File: src/rtl/seg_scan_decoder.sv
// Reads a multiplexed 4-digit common-anode 7-segment bus back into hex codes.
// Each digit dwell is qualified for stability, then decoded once per dwell.
module seg_scan_decoder #(
  parameter int unsigned STABLE_CYCLES = 4,
  parameter int unsigned CNT_W         = 8
) (
  input  logic        clk,
  input  logic        rst,
  input  logic [6:0]  seg_n,
  input  logic [3:0]  an_n,
  output logic [15:0] digits,
  output logic [3:0]  dig_valid,
  output logic        seg_err,
  output logic [1:0]  err_digit,
  output logic        frame_done
);

  localparam int unsigned SNAP_W = 11;
  localparam logic [SNAP_W-1:0] SNAP_IDLE = {4'hF, 7'h7F};
  localparam logic [CNT_W-1:0]  CNT_MAX   = CNT_W'(STABLE_CYCLES);
  localparam logic [CNT_W-1:0]  CNT_ONE   = CNT_W'(1);

  typedef enum logic [1:0] {IDLE, TRACK, HOLD} state_t;

  state_t              state, state_nxt;
  logic [SNAP_W-1:0]   snap, snap_prev;
  logic [CNT_W-1:0]    cnt;
  logic [3:0]          seen;

  logic [3:0]          an_s;
  logic [6:0]          seg_s;
  logic                changed_c;
  logic                active_c;
  logic                stable_c;
  logic                capture_c;
  logic [CNT_W-1:0]    cnt_eff_c;
  logic [1:0]          idx_c;
  logic                dec_ok_c;
  logic                blank_c;
  logic [3:0]          dec_code_c;
  logic [3:0]          seen_set_c;

  assign an_s  = snap[10:7];
  assign seg_s = snap[6:0];

  // Snapshot register, previous snapshot, and stability counter
  always_ff @(posedge clk) begin
    if (rst) begin
      snap      <= SNAP_IDLE;
      snap_prev <= SNAP_IDLE;
      cnt       <= '0;
      state     <= IDLE;
    end else begin
      snap      <= {an_n, seg_n};
      snap_prev <= snap;
      cnt       <= cnt_eff_c;
      state     <= state_nxt;
    end
  end

  // Count as seen this cycle: restarts at 1 on change, saturates at STABLE_CYCLES
  always_comb begin
    changed_c = (snap != snap_prev);
    if (changed_c)
      cnt_eff_c = CNT_ONE;
    else if (cnt >= CNT_MAX)
      cnt_eff_c = CNT_MAX;
    else
      cnt_eff_c = cnt + CNT_ONE;
    stable_c = (cnt_eff_c == CNT_MAX);
    active_c = $onehot(~an_s);
  end

  always_comb begin
    idx_c = 2'd0;
    case (an_s)
      4'b1110: idx_c = 2'd0;
      4'b1101: idx_c = 2'd1;
      4'b1011: idx_c = 2'd2;
      4'b0111: idx_c = 2'd3;
      default: idx_c = 2'd0;
    endcase
  end

  always_comb begin
    dec_ok_c   = 1'b1;
    dec_code_c = 4'h0;
    blank_c    = (seg_s == 7'h7F);
    case (seg_s)
      7'h40: dec_code_c = 4'h0;
      7'h79: dec_code_c = 4'h1;
      7'h24: dec_code_c = 4'h2;
      7'h30: dec_code_c = 4'h3;
      7'h19: dec_code_c = 4'h4;
      7'h12: dec_code_c = 4'h5;
      7'h02: dec_code_c = 4'h6;
      7'h78: dec_code_c = 4'h7;
      7'h00: dec_code_c = 4'h8;
      7'h10: dec_code_c = 4'h9;
      7'h08: dec_code_c = 4'hA;
      7'h03: dec_code_c = 4'hB;
      7'h46: dec_code_c = 4'hC;
      7'h21: dec_code_c = 4'hD;
      7'h06: dec_code_c = 4'hE;
      7'h0E: dec_code_c = 4'hF;
      default: dec_ok_c = 1'b0;
    endcase
  end

  // Next state; IDLE and HOLD may capture directly so STABLE_CYCLES=1 works
  always_comb begin
    state_nxt = state;
    capture_c = 1'b0;
    case (state)
      IDLE: begin
        if (active_c) begin
          if (stable_c) begin
            capture_c = 1'b1;
            state_nxt = HOLD;
          end else begin
            state_nxt = TRACK;
          end
        end
      end
      TRACK: begin
        if (!active_c) begin
          state_nxt = IDLE;
        end else if (stable_c) begin
          capture_c = 1'b1;
          state_nxt = HOLD;
        end
      end
      HOLD: begin
        if (!active_c) begin
          state_nxt = IDLE;
        end else if (changed_c) begin
          if (stable_c) begin
            capture_c = 1'b1;
            state_nxt = HOLD;
          end else begin
            state_nxt = TRACK;
          end
        end
      end
      default: state_nxt = IDLE;
    endcase
  end

  assign seen_set_c = seen | (4'b0001 << idx_c);

  // Capture results; error pulses never mark a digit as seen
  always_ff @(posedge clk) begin
    if (rst) begin
      digits     <= '0;
      dig_valid  <= '0;
      seg_err    <= 1'b0;
      err_digit  <= '0;
      frame_done <= 1'b0;
      seen       <= '0;
    end else begin
      seg_err    <= 1'b0;
      frame_done <= 1'b0;
      if (capture_c) begin
        if (dec_ok_c || blank_c) begin
          if (dec_ok_c) begin
            digits[{idx_c, 2'b00} +: 4] <= dec_code_c;
            dig_valid[idx_c]            <= 1'b1;
          end else begin
            dig_valid[idx_c] <= 1'b0;
          end
          if (seen_set_c == 4'hF) begin
            frame_done <= 1'b1;
            seen       <= '0;
          end else begin
            seen <= seen_set_c;
          end
        end else begin
          dig_valid[idx_c] <= 1'b0;
          seg_err          <= 1'b1;
          err_digit        <= idx_c;
        end
      end
    end
  end

endmodule

File: config.mk
export PLATFORM = sky130hd
export DESIGN_NAME = seg_scan_decoder
export DESIGN_NICKNAME = d
export VERILOG_FILES = /design/src/rtl/seg_scan_decoder.sv
export SDC_FILE = /design/constraint.sdc
export NUM_CORES = 1
export LEC_CHECK = 0
export CORE_MARGIN = 8
export CORE_UTILIZATION = 52
export CTS_BUF_LIST = sky130_fd_sc_hd__clkbuf_8
export DETAILED_ROUTE_END_ITERATION = 8
export PLACE_DENSITY = 0.83
export SLEW_MARGIN = 25
export SYNTH_ARGS = -nofsm -noshare
export SYNTH_HDL_FRONTEND = slang
export SYNTH_SLANG_ARGS = --single-unit
File: constraint.sdc
create_clock -name clk -period 3.2 [get_ports clk]
set_input_delay 0.32 -clock clk [delete_from_list [all_inputs] [get_ports clk]]
set_output_delay 0.32 -clock clk [all_outputs]
set_load 0.005 [all_outputs]
==> impl_metrics.prom, run 1 <==
# TYPE chip_impl_metric gauge
chip_impl_metric{name="clk_slew_on_worst_s_h_paths",unit="ns"} 0.06
chip_impl_metric{name="grt_util_met1",unit=""} 0.1666
chip_impl_metric{name="die_w",unit="µm"} 92.89
chip_impl_metric{name="cts_sinks",unit=""} 60
chip_impl_metric{name="drv_cap",unit=""} 0
chip_impl_metric{name="grt_first_pass_wirelength",unit="µm"} 10230
chip_impl_metric{name="drt_first_iter_violations",unit=""} 77
chip_impl_metric{name="placement.cell_area",unit="µm²"} 3445
chip_impl_metric{name="power_density",unit="nW/µm²"} 438.0
chip_impl_metric{name="r2r_setup_slack",unit="ns"} 0.11
chip_impl_info{name="synth.top_cells.by_area",value="sky130_fd_sc_hd__dfxtp_1, sky130_fd_sc_hd__ha_1, sky130_fd_sc_hd__mux2_4"} 1
chip_impl_metric{name="vias",unit=""} 2255
chip_impl_metric{name="finish.cell_count_without_fillers",unit=""} 427
chip_impl_metric{name="fin_total_pwr",unit="µW"} 1597
chip_impl_info{name="dominantRegCellSynth",value="sky130_fd_sc_hd__dfxtp_1"} 1
chip_impl_metric{name="max_slew_margin",unit=""} 0.5512
chip_impl_info{name="run_status",value="finished clean"} 1
chip_impl_info{name="crit_path_end_kind",value="register"} 1
chip_impl_metric{name="antenna_violating_nets_post_route",unit=""} 0
chip_impl_metric{name="die_h",unit="µm"} 92.89
chip_impl_metric{name="drt_pre_antenna_iters",unit=""} 4
chip_impl_metric{name="floorplan.rows",unit=""} 28
chip_impl_metric{name="fin_area",unit="µm²"} 3646
chip_impl_metric{name="final_core_util",unit=""} 0.6269
chip_impl_metric{name="synth-seq-area-share",unit=""} 0.3907
chip_impl_metric{name="report.final.hold_viol_count",unit=""} 0
chip_impl_metric{name="start_util",unit=""} 0.5286
chip_impl_metric{name="yosysTopAreaCellShare",unit=""} 0.3907
chip_impl_metric{name="gr-total-overflow",unit=""} 0
chip_impl_metric{name="edff_count_synth",unit=""} 0
chip_impl_metric{name="critPathArrivalTime",unit="ns"} 3.32
chip_impl_metric{name="grt_max_degree",unit=""} 33
chip_impl_metric{name="detailedPlacementHpwl",unit="µm"} 4340
chip_impl_metric{name="core_area",unit="µm²"} 5816
chip_impl_metric{name="synthCells",unit=""} 310
chip_impl_metric{name="worst_skew_pair.late_latency",unit="ns"} 0.34
chip_impl_metric{name="async_flop_share",unit=""} 0
chip_impl_metric{name="first_global_vias",unit=""} 2241
chip_impl_metric{name="drcViolationCount",unit=""} 0
chip_impl_metric{name="achievable-frequency",unit="MHz"} 323.3
chip_impl_info{name="clockRootBuffer",value="sky130_fd_sc_hd__clkbuf_8"} 1
chip_impl_metric{name="critPathRequiredTime",unit="ns"} 3.43
chip_impl_metric{name="final.min_clock_period",unit="ns"} 3.093
chip_impl_metric{name="synth.lib_cells_used.distinct",unit=""} 58
chip_impl_metric{name="yosys_register_bits",unit=""} 60
chip_impl_metric{name="vdd.ir_drop.worst",unit="mV"} 0.2985
chip_impl_metric{name="detail_route.wirelength",unit="µm"} 5977
chip_impl_metric{name="htree_num_levels",unit=""} 3
chip_impl_metric{name="timing_worst_slew_pin_value",unit="ns"} 0.6723
chip_impl_metric{name="setup_viol",unit=""} 0
chip_impl_metric{name="static-leakage-power",unit="µW"} 0.001509
chip_impl_metric{name="fp.dieArea",unit="µm²"} 8629
chip_impl_info{name="synth.most_common_cell",value="sky130_fd_sc_hd__dfxtp_1"} 1
chip_impl_metric{name="area_growth_from_synthesis_to_layout",unit="%"} 18.60
chip_impl_metric{name="fin_nets",unit=""} 375
chip_impl_metric{name="gp_congestion",unit=""} 0.8300
chip_impl_info{name="cts_tree",value="done"} 1
chip_impl_metric{name="grt_use_total",unit=""} 0.1477
chip_impl_metric{name="clock_skew",unit="ns"} 0.005359
chip_impl_metric{name="cts.path.max_buffers",unit=""} 2
chip_impl_metric{name="insertedDiodeCount",unit=""} 0
chip_impl_info{name="worstHoldPathType",value="register to register"} 1
chip_impl_metric{name="wl_per_cell",unit="µm"} 14.00
chip_impl_metric{name="largest_fanout_on_the_critical_path",unit=""} 6
chip_impl_metric{name="post_drt_via_cell_ratio",unit=""} 5.281
chip_impl_metric{name="timing.final.crit_share",unit=""} 0.9666
chip_impl_metric{name="fin_tns_setup",unit="ns"} 0
chip_impl_metric{name="fraction_of_final_layout_cells_with_drive_strength_greater_than_1",unit=""} 0.1903
chip_impl_metric{name="buffer_ports.inserted",unit=""} 36
chip_impl_info{name="grt_busiest_layer",value="met2"} 1
chip_impl_metric{name="number_of_antenna_violations_at_the_first_check_in_global_routing",unit=""} 0
chip_impl_info{name="crit_path_start_kind",value="register"} 1
chip_impl_metric{name="tritoncts.num_buffers",unit=""} 9
chip_impl_metric{name="synth_area_per_cell",unit="µm²"} 9.917
chip_impl_info{name="synthTopCellsByCount",value="sky130_fd_sc_hd__dfxtp_1, sky130_fd_sc_hd__nor2_1, sky130_fd_sc_hd__or2_2, sky130_fd_sc_hd__nor2b_1, sky130_fd_sc_hd__nand2_1"} 1
chip_impl_metric{name="syn_area",unit="µm²"} 3074
chip_impl_metric{name="dp_cell_count",unit=""} 412
chip_impl_metric{name="groute.layer.met3.usage",unit=""} 0.03722
chip_impl_info{name="path_class",value="register to register"} 1
chip_impl_metric{name="final_max_slew_viol_count",unit=""} 0
chip_impl_metric{name="num_io_pins",unit=""} 37
chip_impl_metric{name="ys.warnings.count",unit=""} 0
chip_impl_metric{name="grtUsageMet2",unit=""} 0.2450
chip_impl_info{name="yosysTopAreaCell",value="sky130_fd_sc_hd__dfxtp_1"} 1
==> where the power goes <==
part / switching (µW) / total, µW / internal (µW)
combinational: 78.6 / 157 / 78.9
sequential: 31.1 / 798 / 766
clock: 276 / 642 / 367
total: 385 / 1600 / 1210
==> cells by family after synthesis <==
kind of cell,count (synthesis),share of synthesized area
and+or+nand+nor,144,0.2869
DFF,60,0.3907
AOI/OAI and AO/OA,31,0.06797
buffers and inverters,28,0.05413
muxes,18,0.07651
adders and majority gates,14,0.05942
xor gates and xnor gates,14,0.06309
other,1,0.001220
==> worst max-delay path: stages (launching register included) <==
cell and delay (ns):
sky130_fd_sc_hd__dfxtp_1 0.37, sky130_fd_sc_hd__fa_1 0.55, sky130_fd_sc_hd__inv_1 0.04, sky130_fd_sc_hd__ha_1 0.17, sky130_fd_sc_hd__ha_1 0.32, sky130_fd_sc_hd__nor4b_4 0.30
sky130_fd_sc_hd__nand4_2 0.17, sky130_fd_sc_hd__nor4b_4 0.42, sky130_fd_sc_hd__buf_6 0.21, sky130_fd_sc_hd__nand3_4 0.11, sky130_fd_sc_hd__mux2_4 0.33
==> cells in the final DEF, fill, tap and decap left out, types with 5 or more instances in the layout <==
master                            count
sky130_fd_sc_hd__or2_2               22
sky130_fd_sc_hd__mux2_4              10
sky130_fd_sc_hd__ha_1                13
sky130_fd_sc_hd__clkbuf_8            10
sky130_fd_sc_hd__nor2b_1             16
sky130_fd_sc_hd__nand3_1              9
sky130_fd_sc_hd__conb_1               5
sky130_fd_sc_hd__dfxtp_1             60
sky130_fd_sc_hd__xnor2_1              8
sky130_fd_sc_hd__clkdlybuf4s50_1     36
sky130_fd_sc_hd__inv_1               15
sky130_fd_sc_hd__nor2_1              38
sky130_fd_sc_hd__a31oi_1              5
sky130_fd_sc_hd__a21oi_1              5
sky130_fd_sc_hd__nand2_1             14
sky130_fd_sc_hd__nor3_1               6
==> final cells by class <==
| cell class | count | area [µm²] |
|---|---|---|
| clock buffers | 10 | 137.6 |
| repair buffers | 39 | 386.6 |
| fillers | 519 | 2170 |
| inverters | 12 | 45.04 |
| well taps | 75 | 93.84 |
| multi-input cells | 226 | 1735 |
| clock inverters | 5 | 46.29 |
| flip-flops and latches | 60 | 1201 |
==> per-layer routing <==
layer / vias up / part of all wire / wire, µm
met2: 51 / 0.48 / 2886
met3: 12 / 0.046 / 273
met1: 1062 / 0.45 / 2677
li1: 1130 / - / -
met4: 0 / 0.024 / 141
met5: - / 0 / 0
==> per-stage QoR <==
stage | worst slack [ns] | hold slack (ns)
finish | 0.1069 | 0.4736
detailed placement | 0.1228 | 0.4660
CTS | 0.09611 | 0.4766
global placement | 0.2075 | 0.4493
floorplan | 0.02744 | 0.4238
global route | -0.005007 | 0.4971
==> registers in the layout, indices dropped and copies added, names as in the netlist, named ones only <==
| signal | cells |
|---|---|
| snap | 11 |
| digits | 16 |
| state | 2 |
| cnt | 8 |
| seg_err | 1 |
| frame_done | 1 |
| seen | 4 |
| snap_prev | 11 |
| err_digit | 2 |
==> path summary, 6_finish.rpt <==
path / from / end / cells past startpoint
setup reg to reg: snap[7] / digits[9] / 10
setup / recovery: snap[7] / digits[9] / 10
hold reg to reg: seen[0] / seen[0] / 2
hold / removal: seen[0] / seen[0] / 2
==> what timing repair did <==
item / 4_1_cts / 5_1_grt
endpoints found under the hold margin: 0 / 0
setup buffers: 0 / 0
setup endpoints to repair: 0 / 5
resized for setup: 0 / 3
hold buffers: 0 / 0
(Power assumes the default switching activity.)
==> run 2: changes to the inputs <==
Settings changed: CORE_MARGIN 8 to 4.
==> run 2 against run 1 <==
Compared with the run above:
- clock power increased by 6.5%
- largest cell class unchanged
- combinational power decreased by 3%
- non-clock buffer count increased by 1
- via count decreased by 0.18%
- routed wire length decreased by 3.4%
- final area increased by 0.14%
- sequential share of layout area about the same
- sequential power about the same
- global-route usage increased by 1.9 points
- clock-buffer cell count increased by 1
- clock skew about the same
==> impl_metrics.prom, run 2 (synthesis results as in run 1) <==
# TYPE chip_impl_metric gauge
chip_impl_info{name="path_class",value="register to register"} 1
chip_impl_metric{name="start_util",unit=""} 0.5482
chip_impl_metric{name="insertedDiodeCount",unit=""} 0
chip_impl_metric{name="max_reg_flops",unit=""} 16
chip_impl_metric{name="report.final.hold_viol_count",unit=""} 0
chip_impl_metric{name="timing_worst_slew_pin_value",unit="ns"} 0.6696
chip_impl_metric{name="clk_slew_on_worst_s_h_paths",unit="ns"} 0.07
chip_impl_info{name="rsz0062_at_grt",value="no"} 1
chip_impl_info{name="largest_register",value="digits"} 1
chip_impl_metric{name="vias",unit=""} 2251
chip_impl_info{name="worstHoldPathType",value="register to register"} 1
chip_impl_metric{name="drv_cap",unit=""} 0
chip_impl_metric{name="holdBufCountCts",unit=""} 0
chip_impl_metric{name="fin_tns_setup",unit="ns"} 0
chip_impl_metric{name="die_w",unit="µm"} 84.89
chip_impl_metric{name="cts_sinks",unit=""} 60
chip_impl_metric{name="antenna_violating_nets_post_route",unit=""} 0
chip_impl_metric{name="buffer_ports.inserted",unit=""} 36
chip_impl_metric{name="multi_input_comb_area",unit="µm²"} 1722
chip_impl_metric{name="core_area",unit="µm²"} 5608
chip_impl_metric{name="power_density",unit="nW/µm²"} 447.4
chip_impl_info{name="final_cell_mix",value="sky130_fd_sc_hd__dfxtp_1, sky130_fd_sc_hd__nor2_1, sky130_fd_sc_hd__clkdlybuf4s50_1"} 1
chip_impl_metric{name="first_global_vias",unit=""} 2137
chip_impl_metric{name="static-leakage-power",unit="µW"} 0.001509
chip_impl_metric{name="max_slew_margin",unit=""} 0.5530
chip_impl_metric{name="number_of_antenna_violations_at_the_first_check_in_global_routing",unit=""} 0
chip_impl_metric{name="critPathRequiredTime",unit="ns"} 3.43
chip_impl_metric{name="critPathArrivalTime",unit="ns"} 3.29
chip_impl_metric{name="gr-total-overflow",unit=""} 0
chip_impl_metric{name="detailedPlacementHpwl",unit="µm"} 4129
chip_impl_metric{name="area_growth_from_synthesis_to_layout",unit="%"} 18.76
chip_impl_metric{name="fin_area",unit="µm²"} 3651
chip_impl_metric{name="gp_congestion",unit=""} 0.8106
chip_impl_metric{name="die_h",unit="µm"} 84.89
chip_impl_metric{name="grt_max_degree",unit=""} 31
chip_impl_metric{name="met1_length",unit="µm"} 2624
chip_impl_info{name="crit_path_end_kind",value="register"} 1
chip_impl_metric{name="detail_route.wirelength",unit="µm"} 5771
chip_impl_metric{name="tritoncts.num_buffers",unit=""} 9
chip_impl_metric{name="clock_skew",unit="ns"} 0.004938
chip_impl_metric{name="htree_num_levels",unit=""} 3
chip_impl_info{name="highest-signal-layer",value="met4"} 1
chip_impl_metric{name="cts.path.max_buffers",unit=""} 2
chip_impl_metric{name="largest_fanout_on_the_critical_path",unit=""} 6
chip_impl_info{name="run_status",value="finished clean"} 1
chip_impl_metric{name="filler_cell_count",unit=""} 478
chip_impl_metric{name="fin_nets",unit=""} 376
chip_impl_metric{name="ff_latch_area",unit="µm²"} 1201
chip_impl_metric{name="cts_post_setup_buffers_inserted",unit=""} 0
chip_impl_metric{name="met3_length",unit="µm"} 308
chip_impl_metric{name="dp_cell_count",unit=""} 410
chip_impl_metric{name="timing.final.crit_share",unit=""} 0.9549
chip_impl_metric{name="final_max_slew_viol_count",unit=""} 0
chip_impl_metric{name="drt_pre_antenna_iters",unit=""} 4
chip_impl_metric{name="drcViolationCount",unit=""} 0
chip_impl_metric{name="grt_use_total",unit=""} 0.1666
chip_impl_metric{name="drt_first_iter_violations",unit=""} 119
chip_impl_metric{name="cts_repair_resize_count",unit=""} 0
chip_impl_metric{name="post_drt_via_cell_ratio",unit=""} 5.284
chip_impl_metric{name="fraction_of_final_layout_cells_with_drive_strength_greater_than_1",unit=""} 0.2006
chip_impl_metric{name="wl_per_cell",unit="µm"} 13.55
chip_impl_metric{name="finish.cell_count_without_fillers",unit=""} 426
chip_impl_metric{name="floorplan.rows",unit=""} 27
chip_impl_info{name="cts_tree",value="done"} 1
chip_impl_info{name="layout.cells.most_common",value="sky130_fd_sc_hd__dfxtp_1"} 1
chip_impl_metric{name="worst_skew_pair.late_latency",unit="ns"} 0.34
chip_impl_metric{name="num_io_pins",unit=""} 37
chip_impl_metric{name="met2_length",unit="µm"} 2727
chip_impl_metric{name="setup_viol",unit=""} 0
chip_impl_info{name="crit_path_start_kind",value="register"} 1
chip_impl_metric{name="placement.cell_area",unit="µm²"} 3448
chip_impl_info{name="clockRootBuffer",value="sky130_fd_sc_hd__clkbuf_8"} 1
chip_impl_metric{name="achievable-frequency",unit="MHz"} 327.3
chip_impl_metric{name="vdd.ir_drop.worst",unit="mV"} 0.3124
chip_impl_metric{name="fp.dieArea",unit="µm²"} 7206
chip_impl_info{name="reg_top3",value="digits x16, snap x11, snap_prev x11"} 1
chip_impl_metric{name="final.min_clock_period",unit="ns"} 3.056
chip_impl_metric{name="grt_first_pass_wirelength",unit="µm"} 9611
-- run 2: worst paths after layout --
kind              startpoint   endpoint  slack [ns]  cells after the start
setup / recovery     snap[7]  digits[6]        0.14                     11
hold / removal     digits[3]  digits[3]        0.46                      2
setup reg to reg     snap[7]  digits[6]        0.14                     11
hold reg to reg    digits[3]  digits[3]        0.46                      2
-- run 2: power by group --
| group | internal [µW] | total, µW | switching [µW] |
|---|---|---|---|
| Sequential | 766 | 797 | 30.5 |
| Clock | 396 | 684 | 288 |
| Combinational | 76.0 | 153 | 76.7 |
-- run 2: through the flow --
step | hold WS (ns) | worst slack, ns | total power (µW) | util
after CTS | 0.4644 | 0.1408 | 1650 | 0.6510
after floorplan | 0.4238 | 0.02744 | 933.5 | -
after global placement | 0.4510 | 0.2256 | 959.5 | 0.6149
after detailed placement | 0.4534 | 0.1614 | 965.7 | 0.6149
final | 0.4619 | 0.1445 | 1634 | 0.6510
after global routing | 0.5010 | 0.02021 | 1709 | 0.6510
-- run 2: critical path, stage by stage, from the launching register on --
cell and delay (ns):
sky130_fd_sc_hd__dfxtp_1 0.36, sky130_fd_sc_hd__fa_1 0.54, sky130_fd_sc_hd__inv_1 0.04, sky130_fd_sc_hd__ha_1 0.17, sky130_fd_sc_hd__ha_1 0.30, sky130_fd_sc_hd__nor4b_2 0.34, sky130_fd_sc_hd__nand4_2 0.16, sky130_fd_sc_hd__nor4b_4 0.22
sky130_fd_sc_hd__buf_4 0.20, sky130_fd_sc_hd__buf_4 0.17, sky130_fd_sc_hd__nand3_4 0.11, sky130_fd_sc_hd__mux2_4 0.33
-- run 2: layout make-up --
cell class | instances | area share
timing repair buffer | 40 | 0.1069
inverter | 12 | 0.01234
clock buffer | 11 | 0.04147
clock inverter | 5 | 0.01405
sequential | 60 | 0.3290
tap | 72 | 0.02467
multi-input combinational | 226 | 0.4716
-- run 2: routing by layer --
layer / global-route usage / vias up
li1: - / 1135
met1: 0.2058 / 1038
met2: 0.2626 / 67
met3: 0.04951 / 11
met4: 0.08633 / 0
met5: 0 / -
==> run 3: changes to the inputs <==
Settings changed: SETUP_SLACK_MARGIN set to 0.2.
==> run 3 against run 2 <==
Compared with the run above:
- first-iteration DRC count increased by 9.2%
- sequential cell count unchanged
- highest routed layer unchanged
- hold slack improved by 0.0086 ns
- cell count increased by 0.47%
- clock power decreased by 4.2%
==> impl_metrics.prom, run 3 (synthesis results as in run 1) <==
# TYPE chip_impl_metric gauge
chip_impl_metric{name="drv_cap",unit=""} 0
chip_impl_metric{name="antenna_violating_nets_post_route",unit=""} 0
chip_impl_metric{name="power_density",unit="nW/µm²"} 435.5
chip_impl_metric{name="cpPeakStageDelay",unit="ns"} 0.54
chip_impl_metric{name="r2r_setup_slack",unit="ns"} 0.24
chip_impl_info{name="worst_path_dominant_cell_family",value="simple AND/OR/NAND/NOR gates"} 1
chip_impl_metric{name="static-leakage-power",unit="µW"} 0.001502
chip_impl_metric{name="fp.dieArea",unit="µm²"} 7206
chip_impl_info{name="reg_top3",value="digits x16, snap x11, snap_prev x11"} 1
chip_impl_metric{name="floorplan.rows",unit=""} 27
chip_impl_metric{name="final.min_clock_period",unit="ns"} 2.961
chip_impl_metric{name="drt_first_iter_violations",unit=""} 130
chip_impl_info{name="hold_wc_startpoint",value="digits[3]"} 1
chip_impl_metric{name="clock_skew",unit="ns"} 0.006579
chip_impl_metric{name="minimum_hold_slack",unit="ns"} 0.4705
chip_impl_info{name="worst_path_cell_with_the_longest_stage_delay",value="sky130_fd_sc_hd__fa_1"} 1
chip_impl_metric{name="critPathRequiredTime",unit="ns"} 3.42
chip_impl_metric{name="holdBufCountCts",unit=""} 0
chip_impl_info{name="cts_tree",value="done"} 1
chip_impl_metric{name="placement.cell_area",unit="µm²"} 3496
chip_impl_info{name="clockRootBuffer",value="sky130_fd_sc_hd__clkbuf_8"} 1
chip_impl_info{name="final_cell_mix",value="sky130_fd_sc_hd__dfxtp_1, sky130_fd_sc_hd__nor2_1, sky130_fd_sc_hd__clkdlybuf4s50_1"} 1
chip_impl_metric{name="groute.layer.met3.usage",unit=""} 0.04660
chip_impl_metric{name="timing.critical_path.depth",unit=""} 10
chip_impl_metric{name="vias",unit=""} 2267
chip_impl_metric{name="grtUsageMet2",unit=""} 0.2826
chip_impl_metric{name="buffer_ports.inserted",unit=""} 36
chip_impl_info{name="r2r_end",value="digits[14]"} 1
chip_impl_metric{name="drt_pre_antenna_iters",unit=""} 4
chip_impl_metric{name="cts_sinks",unit=""} 60
chip_impl_metric{name="clk_slew_on_worst_s_h_paths",unit="ns"} 0.07
chip_impl_metric{name="cts.path.max_buffers",unit=""} 2
chip_impl_metric{name="timing.critical_path.buf_inv",unit=""} 2
chip_impl_metric{name="drcViolationCount",unit=""} 0
chip_impl_metric{name="fraction_of_final_layout_cells_with_drive_strength_greater_than_1",unit=""} 0.2303
chip_impl_info{name="startpoint_of_the_worst_slack_reg_to_reg_timing_path",value="snap[7]"} 1
chip_impl_metric{name="start_util",unit=""} 0.5482
chip_impl_metric{name="final_max_slew_viol_count",unit=""} 0
chip_impl_metric{name="reg2reg_depth",unit=""} 10
chip_impl_info{name="run_status",value="finished clean"} 1
chip_impl_metric{name="num_io_pins",unit=""} 37
chip_impl_metric{name="critPathArrivalTime",unit="ns"} 3.18
chip_impl_metric{name="detailedPlacementHpwl",unit="µm"} 4116
chip_impl_metric{name="tritoncts.num_buffers",unit=""} 9
chip_impl_metric{name="setup_viol",unit=""} 0
chip_impl_metric{name="post_drt_via_cell_ratio",unit=""} 5.297
chip_impl_metric{name="timing.final.crit_share",unit=""} 0.9253
chip_impl_metric{name="grt_max_degree",unit=""} 30
chip_impl_metric{name="report.final.hold_viol_count",unit=""} 0
chip_impl_info{name="crit_path_end",value="digits[14]"} 1
chip_impl_info{name="grt_busiest_layer",value="met2"} 1
chip_impl_metric{name="fin_nets",unit=""} 378
chip_impl_metric{name="achievable-frequency",unit="MHz"} 337.7
chip_impl_info{name="rsz0062_at_grt",value="yes"} 1
chip_impl_info{name="crit_path_start_kind",value="register"} 1
chip_impl_metric{name="core_area",unit="µm²"} 5608
chip_impl_info{name="layout.cells.most_common",value="sky130_fd_sc_hd__dfxtp_1"} 1
chip_impl_metric{name="detail_route.wirelength",unit="µm"} 5910
chip_impl_info{name="worstHoldPathType",value="register to register"} 1
chip_impl_metric{name="max_slew_margin",unit=""} 0.5465
chip_impl_info{name="largest_register",value="digits"} 1
chip_impl_metric{name="first_global_vias",unit=""} 2173
chip_impl_metric{name="number_of_antenna_violations_at_the_first_check_in_global_routing",unit=""} 0
chip_impl_info{name="setup.worst_path.start",value="snap[7]"} 1
chip_impl_metric{name="htree_num_levels",unit=""} 3
chip_impl_metric{name="die_w",unit="µm"} 84.89
chip_impl_info{name="crit_path_end_kind",value="register"} 1
chip_impl_metric{name="grt_first_pass_wirelength",unit="µm"} 10030
chip_impl_metric{name="die_h",unit="µm"} 84.89
chip_impl_metric{name="grt_use_total",unit=""} 0.1742
chip_impl_metric{name="worst_skew_pair.late_latency",unit="ns"} 0.34
chip_impl_metric{name="vdd.ir_drop.worst",unit="mV"} 0.3263
chip_impl_metric{name="insertedDiodeCount",unit=""} 0
chip_impl_metric{name="max_reg_flops",unit=""} 16
chip_impl_metric{name="gr-total-overflow",unit=""} 0
chip_impl_metric{name="area_growth_from_synthesis_to_layout",unit="%"} 20.96
chip_impl_metric{name="fin_area",unit="µm²"} 3719
chip_impl_metric{name="grt_util_met1",unit=""} 0.2127
chip_impl_info{name="critical_path_cell_by_cell",value="fa_1 > inv_2 > ha_4 > ha_4 > nor4b_4 > nand4_2 > nor4b_4 > buf_4 > nand3_4 > mux2_4"} 1
chip_impl_metric{name="fin_total_pwr",unit="µW"} 1620
chip_impl_info{name="path_class",value="register to register"} 1
chip_impl_metric{name="gp_congestion",unit=""} 0.8275
chip_impl_metric{name="wl_per_cell",unit="µm"} 13.81
chip_impl_metric{name="timing_worst_slew_pin_value",unit="ns"} 0.6782
chip_impl_metric{name="fin_tns_setup",unit="ns"} 0
chip_impl_metric{name="largest_fanout_on_the_critical_path",unit=""} 4
run 3: cell types whose count changed in the layout (fill, tap and decap cells not counted), sizes merged:
cell,before,now
buf,4,6
clkbuf,11,9
clkinv,2,1
clkinvlp,1,4
run 3: stage by stage:
step | cells | utilization | setup slack (ns)
floorplan | 314 | - | 0.1200
global placement | 410 | 0.6234 | 0.2830
detailed placement | 410 | 0.6234 | 0.2497
CTS | 426 | 0.6577 | 0.2338
global route | 428 | 0.6631 | 0.1650
finish | 428 | 0.6631 | 0.2390
run 3: cell type report:
class | instances | area (µm²)
inverters | 12 | 45.04
fillers | 473 | 1889
multi-input cells | 226 | 1772
repair buffers | 42 | 409.1
well taps | 72 | 90.09
flip-flops and latches | 60 | 1210
clock buffers | 9 | 123.9
clock inverters | 7 | 68.82
run 3: power by group:
part / total (µW) / internal, µW / switching (µW)
Clock: 655 / 354 / 301
Sequential: 796 / 766 / 30.1
Combinational: 169 / 87.0 / 82.0
run 3: repair_timing:
item | CTS | global route
gates resized for setup | 0 | 4
setup endpoints to repair | 0 | 17
endpoints found under the hold margin | 0 | 0
buffers inserted | 0 | 2
run 3: per-layer routing:
layer  vias up  routed length (µm)
li1       1143                   -
met5         -                   0
met3        13                 325
met4         0                 106
met2        67                2814
met1      1044                2663
run 3: worst min-delay path: cells and delay by family (launching register included):
family             cells  cell delay, ns
DFF                    1            0.31
and+or+nand+nor        1            0.06
AOI/OAI and AO/OA      1            0.05
run 3: worst min path at each step:
stage / to / depth (start not counted)
after detailed placement: seen[3] / 2
after global routing: snap_prev[7] / 1
after global placement: seen[2] / 2
after floorplan: snap[7] / 1
final: digits[3] / 2
after CTS: digits[3] / 2
